==> src/rtl/keylock_pkg.sv <==
// Shared definitions for the keypad lock controller.
//   state_t     : controller FSM states
//   DIGIT_W     : width of one keypad digit
//   MAX_DIGIT   : largest digit code accepted into a sequence
//   digit_valid : true when a scanned key code is a decimal digit
package keylock_pkg;

  localparam int DIGIT_W = 4;
  localparam logic [DIGIT_W-1:0] MAX_DIGIT = 4'd9;

  typedef enum logic [1:0] {
    ST_LOCKED  = 2'd0,
    ST_CHECK   = 2'd1,
    ST_OPEN    = 2'd2,
    ST_LOCKOUT = 2'd3
  } state_t;

  function automatic logic digit_valid(input logic [DIGIT_W-1:0] d);
    return (d <= MAX_DIGIT);
  endfunction

endpackage

==> src/rtl/keylock_timer.sv <==
// Loadable down-counter used for both the open window and the lockout window.
//   hwclk    : clock (posedge)
//   rst      : synchronous active-high reset, clears the count
//   load     : load load_val (has priority over tick)
//   load_val : value to load
//   tick     : decrement by one; holds at zero
//   value    : current count
//   zero     : count is zero
module keylock_timer #(
  parameter int W = 32
) (
  input  logic         hwclk,
  input  logic         rst,
  input  logic         load,
  input  logic [W-1:0] load_val,
  input  logic         tick,
  output logic [W-1:0] value,
  output logic         zero
);

  always_ff @(posedge hwclk) begin
    if (rst) begin
      value <= '0;
    end else if (load) begin
      value <= load_val;
    end else if (tick && (value != '0)) begin
      value <= value - {{(W-1){1'b0}}, 1'b1};
    end
  end

  assign zero = (value == '0);

endmodule

==> src/rtl/keylock_ctrl.sv <==
// Keypad code lock controller.
//   hwclk        : 12 MHz clock, all logic on posedge
//   rst          : synchronous active-high reset
//   button       : scanned digit code, valid on the release of bstate
//   bstate       : key-pressed indication; a digit is taken on its falling edge
//   unlocked     : high while the lock is open
//   locked_out   : high while further entry is blocked after repeated failures
//   digit_count  : digits accepted in the current sequence
//   fail_pulse   : one-cycle pulse per wrong code
//   code_updated : one-cycle pulse when a new code has been stored
module keylock_ctrl
  import keylock_pkg::*;
#(
  parameter int                      CODE_LEN       = 4,
  parameter logic [4*CODE_LEN-1:0]   DEFAULT_CODE   = 16'h1234,
  parameter int                      MAX_FAILS      = 3,
  parameter logic [31:0]             UNLOCK_CYCLES  = 32'd60000000,
  parameter logic [31:0]             LOCKOUT_CYCLES = 32'd120000000
) (
  input  logic         hwclk,
  input  logic         rst,
  input  logic [3:0]   button,
  input  logic         bstate,
  output logic         unlocked,
  output logic         locked_out,
  output logic [2:0]   digit_count,
  output logic         fail_pulse,
  output logic         code_updated
);

  localparam int CODE_W = DIGIT_W * CODE_LEN;
  localparam logic [2:0] LAST_IDX  = 3'(CODE_LEN - 1);
  localparam logic [2:0] FAIL_LAST = 3'(MAX_FAILS - 1);

  state_t              state, state_next;
  logic                bstate_q;
  logic [CODE_W-1:0]   entry;
  logic [CODE_W-1:0]   stored_code;
  logic [CODE_W-1:0]   entry_shift;
  logic [2:0]          fail_cnt;

  logic                dig_evt;
  logic                accept;
  logic                seq_done;
  logic                code_match;

  logic                tmr_load;
  logic [31:0]         tmr_load_val;
  logic                tmr_tick;
  logic [31:0]         tmr_value;
  logic                tmr_zero;
  logic                tmr_expire;

  logic                clr_seq;
  logic                commit;
  logic                fail_inc;
  logic                fail_clr;

  keylock_timer #(.W(32)) u_timer (
    .hwclk    (hwclk),
    .rst      (rst),
    .load     (tmr_load),
    .load_val (tmr_load_val),
    .tick     (tmr_tick),
    .value    (tmr_value),
    .zero     (tmr_zero)
  );

  // A digit is taken on release; only LOCKED and OPEN collect digits.
  assign dig_evt     = bstate_q & ~bstate;
  assign accept      = dig_evt && digit_valid(button) &&
                       ((state == ST_LOCKED) || (state == ST_OPEN));
  assign seq_done    = accept && (digit_count == LAST_IDX);
  assign entry_shift = (entry << DIGIT_W) | CODE_W'(button);
  assign code_match  = (entry == stored_code);

  // Leave on the cycle the count steps from 1 to 0, so a window of N
  // cycles keeps the state for exactly N cycles.
  assign tmr_expire  = tmr_zero || (tmr_value == 32'd1);

  assign unlocked    = (state == ST_OPEN);
  assign locked_out  = (state == ST_LOCKOUT);

  always_comb begin
    state_next   = state;
    tmr_load     = 1'b0;
    tmr_load_val = '0;
    tmr_tick     = 1'b0;
    clr_seq      = 1'b0;
    commit       = 1'b0;
    fail_inc     = 1'b0;
    fail_clr     = 1'b0;
    fail_pulse   = 1'b0;
    case (state)
      ST_LOCKED: begin
        if (seq_done) state_next = ST_CHECK;
      end
      ST_CHECK: begin
        clr_seq = 1'b1;
        if (code_match) begin
          fail_clr     = 1'b1;
          tmr_load     = 1'b1;
          tmr_load_val = UNLOCK_CYCLES;
          state_next   = ST_OPEN;
        end else begin
          fail_pulse = 1'b1;
          if (fail_cnt == FAIL_LAST) begin
            fail_clr     = 1'b1;
            tmr_load     = 1'b1;
            tmr_load_val = LOCKOUT_CYCLES;
            state_next   = ST_LOCKOUT;
          end else begin
            fail_inc   = 1'b1;
            state_next = ST_LOCKED;
          end
        end
      end
      ST_OPEN: begin
        tmr_tick = 1'b1;
        // Completion wins over a simultaneous expiry.
        if (seq_done) begin
          commit       = 1'b1;
          clr_seq      = 1'b1;
          tmr_load     = 1'b1;
          tmr_load_val = '0;
          state_next   = ST_LOCKED;
        end else if (tmr_expire) begin
          clr_seq    = 1'b1;
          state_next = ST_LOCKED;
        end
      end
      ST_LOCKOUT: begin
        tmr_tick = 1'b1;
        if (tmr_expire) begin
          clr_seq    = 1'b1;
          state_next = ST_LOCKED;
        end
      end
      default: begin
        clr_seq    = 1'b1;
        state_next = ST_LOCKED;
      end
    endcase
  end

  always_ff @(posedge hwclk) begin
    if (rst) begin
      state        <= ST_LOCKED;
      bstate_q     <= 1'b0;
      stored_code  <= DEFAULT_CODE;
      entry        <= '0;
      digit_count  <= '0;
      fail_cnt     <= '0;
      code_updated <= 1'b0;
    end else begin
      state        <= state_next;
      bstate_q     <= bstate;
      code_updated <= commit;
      if (commit) stored_code <= entry_shift;
      if (clr_seq) begin
        entry       <= '0;
        digit_count <= '0;
      end else if (accept) begin
        entry       <= entry_shift;
        digit_count <= digit_count + 3'd1;
      end
      if (fail_clr)      fail_cnt <= '0;
      else if (fail_inc) fail_cnt <= fail_cnt + 3'd1;
    end
  end

endmodule

==> config.mk <==
export PLATFORM = sky130hd
export DESIGN_NAME = keylock_ctrl
export DESIGN_NICKNAME = d
export VERILOG_FILES = /design/src/rtl/keylock_pkg.sv /design/src/rtl/keylock_timer.sv /design/src/rtl/keylock_ctrl.sv
export SDC_FILE = /design/constraint.sdc
export NUM_CORES = 1
export LEC_CHECK = 0
export ABC_AREA = 0
export BUFFER_PORTS_ARGS = -buffer_cell sky130_fd_sc_hd__buf_2
export CAP_MARGIN = 20
export CORE_ASPECT_RATIO = 0.7
export CORE_MARGIN = 2
export CORE_UTILIZATION = 60
export DETAILED_ROUTE_END_ITERATION = 8
export PLACE_DENSITY = 0.83
export SYNTH_ARGS = -nofsm -noshare
export SYNTH_HDL_FRONTEND = slang
export SYNTH_SLANG_ARGS = --single-unit
export TNS_END_PERCENT = 100
==> constraint.sdc <==
create_clock -name hwclk -period 4.3 [get_ports hwclk]
set_input_delay 1.075 -clock hwclk [delete_from_list [all_inputs] [get_ports hwclk]]
set_output_delay 1.075 -clock hwclk [all_outputs]
set_load 0.1 [all_outputs]
# [After elaboration in Yosys (flattened, before gate mapping)]
# Cells that the tools add are included.
# Widths: inputs -> output; s select.
[op_classes] addsub=3 magnitude_cmp=1 eq_ne=8 muxes=26 n_bitwise=3 n_reduce_logical=13
[op_table] operator="$mux 27" count=3
[op_table] operator="$mux 32" count=2
[op_table] operator="$eq 32x1->1 const B" count=1
[op_table] operator="$logic_not 32->1" count=1
[op_table] operator="$reduce_bool 32->1" count=1
[op_table] operator="$sub 32x1->32 const B" count=1
[op_table] operator="$eq 16x16->1" count=1
[op_table] operator="$or 16x4->16" count=1
[op_table] operator="$mux 1" count=13
[op_table] operator="$mux 2" count=5
[op_table] operator="$pmux 2 s4" count=1
[op_table] operator="$add 3x1->3 const B" count=2
[op_table] operator="$eq 3x2->1 const B" count=2
[op_table] operator="$reduce_or 2->1" count=3
[op_table] operator="$eq 2x2->1 const B" count=2
[op_table] operator="$le 4x4->1 const B" count=1
[op_table] operator="$logic_and 1x1->1" count=4
[op_table] operator="$pmux 1 s3" count=1
[op_table] operator="$eq 2x1->1 const B" count=1
[op_table] operator="$logic_not 2->1" count=1
[op_table] operator="$logic_or 1x1->1" count=2
[op_table] operator="$ne 2x2->1 const B" count=1
[op_table] operator="$pmux 1 s2" count=1
[op_table] operator="$reduce_bool 2->1" count=1
[op_table] operator="2 further kinds" count=2
[totals] reg_bits=74 in_bits=7 wordCells=62

# [Logic depth before layout (Yosys ltp)]
# Gate-level depths: netlist of the first run.
[depth] ltp_word=8 ltp_mapped=9 mapped_depth_nobuf=8

# [By module]
# From an unflattened synthesis of the first run, not the netlist that was laid out.
[hier_totals] cells_unflattened=445 hier_area_um2=4017.6
[by_module_without_submodules] mod="keylock_ctrl" n_inst=1 cells_each=212 area_per_inst_um2=2024.4 seq_area_each_um2=840.8
[by_module_without_submodules] mod="keylock_timer" n_inst=1 cells_each=233 area_per_inst_um2=1993.2 seq_area_each_um2=640.6

# [Least setup slack after synthesis of the first run]
# No wires, ideal clock.
[synth_path] path_kind="reg2out" start="register state[1]" end="output fail_pulse" t_arrival_ns=2.252 required_time_ns=3.225 path_slack_ns=0.973 stages_incl_launch_ff=6 path_buffers=1 path_cell_list="dfxtp_1 -> inv_1 -> ha_1 -> clkbuf_1 -> inv_1 -> nor2_1"
[synth_between] elab_chain_len=2
[synth_lines] element="start, declared" line="keylock_ctrl.sv:35" rtl="state_t state, state_next;"
[synth_lines] element="start signal, assigned" line="keylock_ctrl.sv:156" rtl="state <= state_next;"
[synth_lines] element="$eq 2x1->1" line="keylock_ctrl.sv:94" rtl="case (state)"
[synth_lines] element="$mux 1" line="keylock_ctrl.sv:94"
[synth_lines] element="end, declared" line="keylock_ctrl.sv:27" rtl="output logic fail_pulse,"
# No other way between the ends.

# [Worst setup path in the final report of the first run]
[layout_path] start="input button[1]" end="register u_timer.value[1]"
[layout_between] elab_chain_len=7 elab_cells_between_ends=8
[layout_lines] element="start, declared" line="keylock_ctrl.sv:22" rtl="input logic [3:0] button,"
[layout_lines] element="$le 4x4->1 *" line="keylock_pkg.sv:19" rtl="return (d <= MAX_DIGIT);"
[layout_lines] element="$logic_and 1x1->1 * (2 in series)" line="keylock_ctrl.sv:71" rtl="assign accept = dig_evt && digit_valid(button) &&"
[layout_lines] element="$logic_and 1x1->1 *" line="keylock_ctrl.sv:73" rtl="assign seq_done = accept && (digit_count == LAST_IDX);"
[layout_lines] element="$mux 1 *" line="keylock_ctrl.sv:121" rtl="if (seq_done) begin"
[layout_lines] element="$pmux 1 s2 *" line="keylock_ctrl.sv:94"
[layout_lines] element="$mux 32 or $reduce_bool 2->1 (tied branches)"
[layout_lines] element="end signal, assigned" line="keylock_timer.sv:25" rtl="value <= load_val;"
[layout_lines] element="end signal, assigned" line="keylock_timer.sv:27" rtl="value <= value - {{(W-1){1'b0}}, 1'b1};"
[layout_lines] element="end, declared" line="keylock_timer.sv:17" rtl="output logic [W-1:0] value,"
# Every way passes the cells marked *; elsewhere a longest branch is shown, timed or not.
# A chain may end at the register's enable or synchronous reset.

==> results of run 1 <==
==> worst reg2reg max path: stages (launching register included) <==
cell and delay (ns):
dfxtp_1 0.35, or4_4 0.59, or4b_4 0.52, or4_4 0.58, a211oi_2 0.23, a211o_1 0.57
nor2_1 0.14
==> through the flow <==
stage / hold WS, ns / util, % / instances / cell area (µm²) / setup slack (ns)
after floorplan: 0.4488 / - / 417 / 3591 / 0.9733
after global placement: 0.4553 / 64.20 / 491 / 3695 / 0.9210
after detailed placement: 0.4608 / 64.20 / 491 / 3695 / 0.7648
after CTS: 0.4698 / 66.74 / 503 / 3841 / 1.122
after global routing: 0.5008 / 66.74 / 503 / 3841 / 0.9483
final: 0.4715 / 66.74 / 503 / 3841 / 1.086
==> state kept, by name, indices dropped and copies added, names as in the netlist <==
| signal | count |
|---|---|
| code_updated | 1 |
| bstate_q | 1 |
| state | 2 |
| stored_code | 16 |
| digit_count | 3 |
| fail_cnt | 3 |
| u_timer.value | 32 |
| entry | 16 |
==> worst max-delay path by stage <==
stage,cells past startpoint,end,slack (ns)
2_1_floorplan,5,fail_pulse,0.97
4_1_cts,6,u_timer.value[1],1.12
6_report,6,u_timer.value[1],1.09
3_3_place_gp,6,u_timer.value[1],0.92
5_1_grt,6,u_timer.value[1],0.95
3_5_place_dp,6,u_timer.value[1],0.76
==> placed cells by master, fill, tap and decap left out, types with 3 or more instances in the layout <==
cell type   n
and3_1      4
nand4_1     9
xnor2_1    29
buf_2      13
mux2i_1    18
or4_1       3
buf_4       5
nor3_1     12
inv_1      12
nor2_1     56
nand3b_1    7
clkbuf_8   10
nand3_1    12
xor2_1      8
a21oi_1    26
o211ai_1    3
nand2_1    48
nor4_1     12
o21ai_0     8
ha_1       11
dfxtp_1    74
==> power by group <==
group	internal (mW)	leakage, nW	switching [mW]
Combinational	0.0169	0.881	0.0449
Sequential	0.690	0.597	0.00487
Clock	0.212	0.0770	0.225
Total	0.918	1.55	0.275
==> layout make-up <==
cell class	instances	area, µm²
Tap cell	75	93.84
Inverter	12	45.04
Multi-Input combinational cell	312	1972
Timing Repair Buffer	18	102.6
Clock buffer	11	141.4
Sequential cell	74	1481
Fill cell	475	1914
Clock inverter	1	5.005
==> logic make-up after synthesis <==
logic type,after synthesis,share of synthesized area [%]
DFF,74,41.25
muxes,18,5.017
buffers and inverters,31,3.972
AOI/OAI and AO/OA,66,12.19
xor gates and xnor gates,37,9.024
and+or+nand+nor,180,24.70
adders and majority gates,11,3.833
==> layer usage <==
layer	part of all wire (%)	routed length (µm)	vias to the layer above	track usage, %
met3	6.8	519	9	8.913
li1	-	-	1484	-
met4	1.0	80	0	7.218
met2	41	3156	98	37.85
met5	0	0	-	0
met1	51	3884	1387	35.66
==> flow_metrics.tcl, run 1 <==
set metrics [dict create \
    maxCapViolations 0 \
    synth_edf_count 0 \
    clock_tree.root_cell "clkbuf_8" \
    cts-hold-fix-buffers 0 \
    drc 0 \
    worstHoldStart "stored_code[15]" \
    critical_path.reg2reg.startpoint "u_timer.value[20]" \
    crit_start "button[1]" \
    worst_clock_skew_ns 0.005203 \
    htreeDepth 3 \
    cts_buffer_depth 2 \
    wirelength_mm 7.641 \
    cts_setup_buffers 0 \
    syn_nets 435 \
    crit_fanout 18 \
    ys_seq_elements 74 \
    slowest_delay_ns 0.74 \
    setup_tns_ns 0 \
    clkTransAtPathRegs_ns 0.07 \
    antenna_found_initial 0 \
    synth_common_cells "dfxtp_1 (74), nor2_1 (56), nand2_1 (48)" \
    period_needed_ns 3.214 \
    r2r_slack_ns 1.19 \
    dr.pass1.iters 5 \
    critPathTopFamily "compound AO/OA/AOI/OAI gates" \
    die_w_um 96.47 \
    worst-path-buf-inv 1 \
    worstHoldPathCells 2 \
    dpl.hpwl_mm 5.358 \
    io_pins 14 \
    grt_pass1_vias 2726 \
    arrival_ns 3.46 \
    dr_total_vias 2978 \
    clkLatencyLatePin_ns 0.34 \
    drt_iter0_markers 221 \
    power.leakage_nw 1.555 \
    synth_cells 417 \
    p_per_area_nw_per_um2 310.6 \
    max_freq_mhz 311.2 \
    worst_slew_pin_slew_ns 0.9283 \
    setup.worst_path.class "in2reg" \
    gp_congestion 0.8931 \
    synth_top_cell_area_share_pct 41.25 \
    coreArea_um2 5756 \
    synth_most_common_cell "dfxtp_1" \
    wl_per_cell_um 15.19 \
    crit_slowest_cell "o221ai_1" \
    area_delta_synth_final_pct 6.969 \
    ir_worst_vdd_v 0.0002308 \
    rows 23 \
    grt_start_max_net_pins 35 \
    grt_pass1_wl_mm 12.77 \
    path_cells "buf_2 > o21ai_0 > and4_1 > o221ai_1 > nand2b_1 > a211oi_1" \
    synth_cell_type_count 54 \
    slew_headroom_pct 38.12 \
    synth.area.top_cells "dfxtp_1 (41%), xnor2_1 (7.1%), nor2_1 (5.9%)" \
    syn-mean-instance-area_um2 8.611 \
    final_nets 445 \
    netlist_area_um2 3591 \
    ant_nets 0 \
    io_buffers 13 \
    min_path_type "reg2reg" \
    layout-drive-gt1-share_pct 9.579 \
    chipHeight_um 68.73 \
    ys_warn_count 0 \
    start_kind "input port" \
    synthFlopType "dfxtp_1" \
    cts_buffers 9 \
    cts_resized 0 \
    cts_tree "done" \
    power.total_mw 1.193 \
    outcome "finished, final reports clean" \
    grt_use_total_pct 25.63 \
    ff2ff_path_depth 6 \
    timing.final.crit_share_pct 74.73 \
    setup_violations 0 \
    initial_utilization_pct 62.39 \
    grt-ovfl-total 0 \
    cts.sinks 74 \
    diodes 0 \
    vias_per_cell 5.920 \
    rr_endpoint "entry[9]" \
    holdPathEnd "stored_code[15]" \
    die_area_um2 6630 \
    synth_top_cell_by_area "dfxtp_1" \
    hold_violations 0 \
    end_kind "flip-flop" \
    cp.required_ns 4.54 \
    async_flop_share_pct 0 \
    slew_viol_final 0 \
    rsz0062_at_grt "no" \
    yosysSeqAreaShare_pct 41.25 \
]
Note: power is estimated with default switching activity, not from simulation.
==> inputs of run 2 (changes only) <==
==> constraint.sdc (replaced) <==
create_clock -name hwclk -period 3.2 [get_ports hwclk]
set_input_delay 0.8 -clock hwclk [delete_from_list [all_inputs] [get_ports hwclk]]
set_output_delay 0.8 -clock hwclk [all_outputs]
set_load 0.1 [all_outputs]
==> run 2 against run 1 <==
Against the previous run: non-clock buffer count up 4; first-iteration DRC count down 1.8%; hold slack worse by 0.0030 ns; die area unchanged; wire length up 4.3%; clock skew up 0.0012 ns; core utilization up 1.2 points; worst setup slack worse by 0.82 ns; global-route usage up 0.80 points; power up 41%; sequential power up 34%; cell area up 1.7%; critical endpoint is now u_timer.value[24]; largest cell class unchanged.
==> flow_metrics.tcl, run 2 (same netlist as run 1, synthesis figures left out) <==
set metrics [dict create \
    dr_total_vias 3050 \
    grt_use_total_pct 26.42 \
    r2r_slack_ns 0.26 \
    area_delta_synth_final_pct 8.815 \
    worstHoldPathCells 2 \
    clock_tree.root_cell "clkbuf_8" \
    slew_viol_final 0 \
    cts_buffer_depth 2 \
    rows 23 \
    utilization_pct 67.89 \
    drc 0 \
    grt_use_met3_pct 7.935 \
    initial_utilization_pct 62.39 \
    ant_nets 0 \
    end_kind "flip-flop" \
    io_buffers 13 \
    critical_path.reg2reg.startpoint "u_timer.value[20]" \
    layout-drive-gt1-share_pct 11.01 \
    gp_congestion 0.9259 \
    worst_clock_skew_ns 0.006418 \
    slew_headroom_pct 55.89 \
    antenna_found_initial 0 \
    coreArea_um2 5756 \
    arrival_ns 3.15 \
    worstHoldStart "stored_code[8]" \
    grt-ovfl-total 0 \
    period_needed_ns 2.937 \
    grt_pass1_wl_mm 13.17 \
    ir_worst_vdd_v 0.0003516 \
    largest_reg_flops 32 \
    grt_pass1_vias 2686 \
    maxCapViolations 0 \
    min_path_type "reg2reg" \
    clkTransAtPathRegs_ns 0.07 \
    wirelength_mm 7.969 \
    die_area_um2 6630 \
    dr.pass1.iters 5 \
    cts_setup_buffers 0 \
    holdPathEnd "stored_code[8]" \
    cts_buffers 9 \
    drt_iter0_markers 217 \
    io_pins 14 \
    cts.sinks 74 \
    cp.required_ns 3.41 \
    rr_endpoint "u_timer.value[24]" \
    setup.worst_path.class "reg2reg" \
    grt_start_max_net_pins 34 \
    mostFrequentLayoutCells "dfxtp_1 (74), nor2_1 (56), nand2_1 (48)" \
    busiest_layer "met1" \
    setup_violations 0 \
    worst_slew_pin_slew_ns 0.6616 \
    rsz0062_at_grt "no" \
    ff2ff_path_depth 7 \
    hold_violations 0 \
    diodes 0 \
    die_w_um 96.47 \
    start_kind "flip-flop" \
    layout_commonest_cell "dfxtp_1" \
    dpl.hpwl_mm 5.633 \
    cts_tree "done" \
    crit_fanout 15 \
    max_freq_mhz 340.4 \
    htreeDepth 3 \
    cts_resized 0 \
    reg_top3 "u_timer.value: 32 flops, entry: 16 flops, stored_code: 16 flops" \
    outcome "finished, final reports clean" \
    regMostFlops "u_timer.value" \
    setup_tns_ns 0 \
    power.leakage_nw 1.593 \
    final_nets 449 \
    chipHeight_um 68.73 \
    clkLatencyLatePin_ns 0.35 \
    use_met2_pct 37.85 \
    cts-hold-fix-buffers 0 \
    met1_usage_pct 38.48 \
    timing.final.crit_share_pct 91.79 \
    p_per_area_nw_per_um2 431.9 \
    wl_per_cell_um 15.59 \
    vias_per_cell 5.969 \
]
-- run 2: changes by cell type in the layout (fill, tap and decap cells not counted) --
cell	before	now
buf_4	5	9
clkbuf_8	10	12
clkbuf_1	1	2
clkinv_2	1	2
-- run 2: cell type report --
type,count,area (µm²)
Timing Repair Buffer,22,132.6
Fill cell,464,1848
Tap cell,75,93.84
Clock inverter,2,10.01
Inverter,12,45.04
Multi-Input combinational cell,312,1972
Sequential cell,74,1481
Clock buffer,14,172.7
-- run 2: stage by stage --
step | setup slack, ns | power (mW) | hold WS, ns | area (µm²) | std cells
floorplan | 0.1483 | 1.024 | 0.4488 | 3591 | 417
finish | 0.2626 | 1.687 | 0.4685 | 3908 | 511
CTS | 0.3129 | 1.694 | 0.4699 | 3908 | 511
detailed placement | 0.4149 | 1.040 | 0.4605 | 3725 | 495
global route | 0.1099 | 1.741 | 0.4836 | 3908 | 511
global placement | 0.5068 | 1.037 | 0.4547 | 3725 | 495
-- run 2: worst max-delay path by stage --
stage	startpoint	to	slack [ns]	depth (start not counted)
after floorplan	state[1]	fail_pulse	0.15	5
after global placement	u_timer.value[20]	digit_count[0]	0.51	7
after detailed placement	u_timer.value[20]	u_timer.value[24]	0.41	7
after CTS	u_timer.value[20]	u_timer.value[24]	0.31	7
after global routing	u_timer.value[20]	u_timer.value[24]	0.11	7
final	u_timer.value[20]	u_timer.value[24]	0.26	7
-- run 2: report_power, final --
group | internal, mW | switching, mW
Clock | 0.343 | 0.323
Sequential | 0.926 | 0.00650
Combinational | 0.0251 | 0.0627
Total | 1.29 | 0.393
-- run 2: worst max-delay path: stages (launching register included) --
cell and delay (ns):
dfxtp_1 0.36, or4_4 0.58, or4b_4 0.51, o31ai_2 0.56, buf_4 0.33, a2111oi_0 0.12, o21ai_0 0.22, a21oi_1 0.11
-- run 2: per-layer routing --
layer  wire length (µm)  vias to the layer above
li1                   -                     1501
met1               3955                     1392
met2               3244                      144
met3                682                       13
met4                 87                        0
met5                  0                        -
==> inputs of run 3 (changes only) <==
--- a/config.mk
+++ b/config.mk
@@ -12,7 +12,9 @@
 export CORE_MARGIN = 2
 export CORE_UTILIZATION = 60
 export DETAILED_ROUTE_END_ITERATION = 8
+export GPL_TIMING_DRIVEN = 1
 export PLACE_DENSITY = 0.83
+export SKIP_CTS_REPAIR_TIMING = 1
 export SYNTH_ARGS = -nofsm -noshare
 export SYNTH_HDL_FRONTEND = slang
 export SYNTH_SLANG_ARGS = --single-unit
==> constraint.sdc (replaced) <==
create_clock -name hwclk -period 3.2 [get_ports hwclk]
set_input_delay 0.64 -clock hwclk [delete_from_list [all_inputs] [get_ports hwclk]]
set_output_delay 0.64 -clock hwclk [all_outputs]
set_load 0.1 [all_outputs]
==> run 3 against run 2 <==
Against the previous run: count of clock-buffer cells in the layout down 5; hold slack better by 0.0058 ns; via count up 2.0%; first-iteration DRC count up 38%; largest cell class unchanged; sequential power about the same; maximum frequency up 4.3%; critical path type unchanged; cell area up 0.29%; clock power up 9.7%.
==> flow_metrics.tcl, run 3 (same netlist as run 1, synthesis figures left out) <==
set metrics [dict create \
    vias_per_cell 6.102 \
    ff2ff_path_depth 7 \
    die_area_um2 6630 \
    area_delta_synth_final_pct 9.129 \
    cts.sinks 74 \
    slew_headroom_pct 54.19 \
    final_nets 448 \
    crit_slowest_cell "or4_4" \
    htreeDepth 3 \
    dpl.hpwl_mm 5.794 \
    io_pins 14 \
    rr_endpoint "u_timer.value[24]" \
    wirelength_mm 8.131 \
    cts_buffer_depth 2 \
    utilization_pct 68.09 \
    regMostFlops "u_timer.value" \
    outcome "finished, final reports clean" \
    grt_pass1_vias 2794 \
    chipHeight_um 68.73 \
    drt_iter0_markers 299 \
    maxCapViolations 0 \
    start_kind "flip-flop" \
    io_buffers 13 \
    wl_per_cell_um 15.94 \
    slowest_delay_ns 0.59 \
    cts_tree "done" \
    coreArea_um2 5756 \
    ant_nets 0 \
    grt_start_max_net_pins 34 \
    fin_hold_ws_ns 0.4743 \
    setup_violations 0 \
    layout-drive-gt1-share_pct 11.26 \
    dr.pass1.iters 5 \
    min_path_type "reg2reg" \
    setup_tns_ns 0 \
    slew_viol_final 0 \
    ir_worst_vdd_v 0.0003875 \
    grt_pass1_wl_mm 13.53 \
    r2r_slack_ns 0.38 \
    setup.worst_path.class "reg2reg" \
    rsz0062_at_grt "no" \
    dr_total_vias 3112 \
    worst_slew_pin_slew_ns 0.6871 \
    cts_buffers 9 \
    power.total_mw 1.752 \
    largest_reg_flops 32 \
    rows 23 \
    grt-ovfl-total 0 \
    pre_cts_ws_ns 0.4086 \
    reg_top3 "u_timer.value: 32 flops, entry: 16 flops, stored_code: 16 flops" \
    worst_clock_skew_ns 0.01332 \
    clkLatencyLatePin_ns 0.36 \
    clkTransAtPathRegs_ns 0.08 \
    period_needed_ns 2.816 \
    p_per_area_nw_per_um2 447.1 \
    hold_violations 0 \
    layout_commonest_cell "dfxtp_1" \
    initial_utilization_pct 62.39 \
    drc 0 \
    cp.required_ns 3.42 \
    nFillCells 473 \
    grt_use_total_pct 27.16 \
    power.leakage_nw 1.591 \
    arrival_ns 3.03 \
    die_w_um 96.47 \
    mostFrequentLayoutCells "dfxtp_1 (74), nor2_1 (56), nand2_1 (48)" \
    max_freq_mhz 355.1 \
    critical_path.reg2reg.startpoint "u_timer.value[20]" \
    crit_start "u_timer.value[20]" \
    crit_fanout 15 \
    timing.final.crit_share_pct 88.00 \
    diodes 0 \
    end_kind "flip-flop" \
    antenna_found_initial 0 \
    endpoint "u_timer.value[24]" \
    finalWorstSetupSlack_ns 0.3840 \
    clock_tree.root_cell "clkbuf_8" \
    gp_congestion 0.8938 \
    path_cells "or4_4 > or4b_4 > o31ai_2 > buf_4 > a2111oi_0 > o21ai_0 > a21oi_1" \
]
-- run 3: power by group --
group | switching, mW | total, mW | internal [mW]
combinational | 0.0626 | 0.0877 | 0.0252
sequential | 0.00636 | 0.932 | 0.926
clock | 0.367 | 0.732 | 0.365
-- run 3: worst min-delay path by stage --
stage	start	end	slack [ns]	depth (start not counted)
2_1_floorplan	stored_code[0]	stored_code[0]	0.45	2
6_report	stored_code[14]	stored_code[14]	0.47	2
5_1_grt	stored_code[11]	stored_code[11]	0.48	2
3_3_place_gp	stored_code[10]	stored_code[10]	0.45	2
4_1_cts	stored_code[14]	stored_code[14]	0.47	2
3_5_place_dp	stored_code[14]	stored_code[14]	0.46	2
-- run 3: area by class of cell --
cell class / count / area, µm² / share of cell area, %
clock buffers: 9 / 123.9 / 3.161
clock inverters: 7 / 77.57 / 1.980
multi-input cells: 312 / 1972 / 50.32
inverters: 12 / 45.04 / 1.149
well taps: 75 / 93.84 / 2.395
repair buffers: 21 / 125.1 / 3.193
flip-flops and latches: 74 / 1481 / 37.80
-- run 3: through the flow --
step                      std cells  instance area [µm²]
after floorplan                 417                 3591
after global placement          494                 3717
after detailed placement        494                 3717
after CTS                       510                 3919
after global routing            510                 3919
final                           510                 3919
-- run 3: worst max-delay path: cells and delay by family, from the launching register on --
| family | cells | cell delay (ns) |
|---|---|---|
| and+or+nand+nor | 2 | 1.12 |
| DFF | 1 | 0.36 |
| AOI/OAI and AO/OA | 4 | 0.88 |
| buffers and inverters | 1 | 0.31 |
-- run 3: routing by layer --
metal	track usage [%]	wire, µm	vias to the layer above
li1	-	-	1504
met1	37.87	3755	1444
met2	40.71	3559	150
met3	9.239	735	14
met4	6.690	80	0
met5	0	0	-
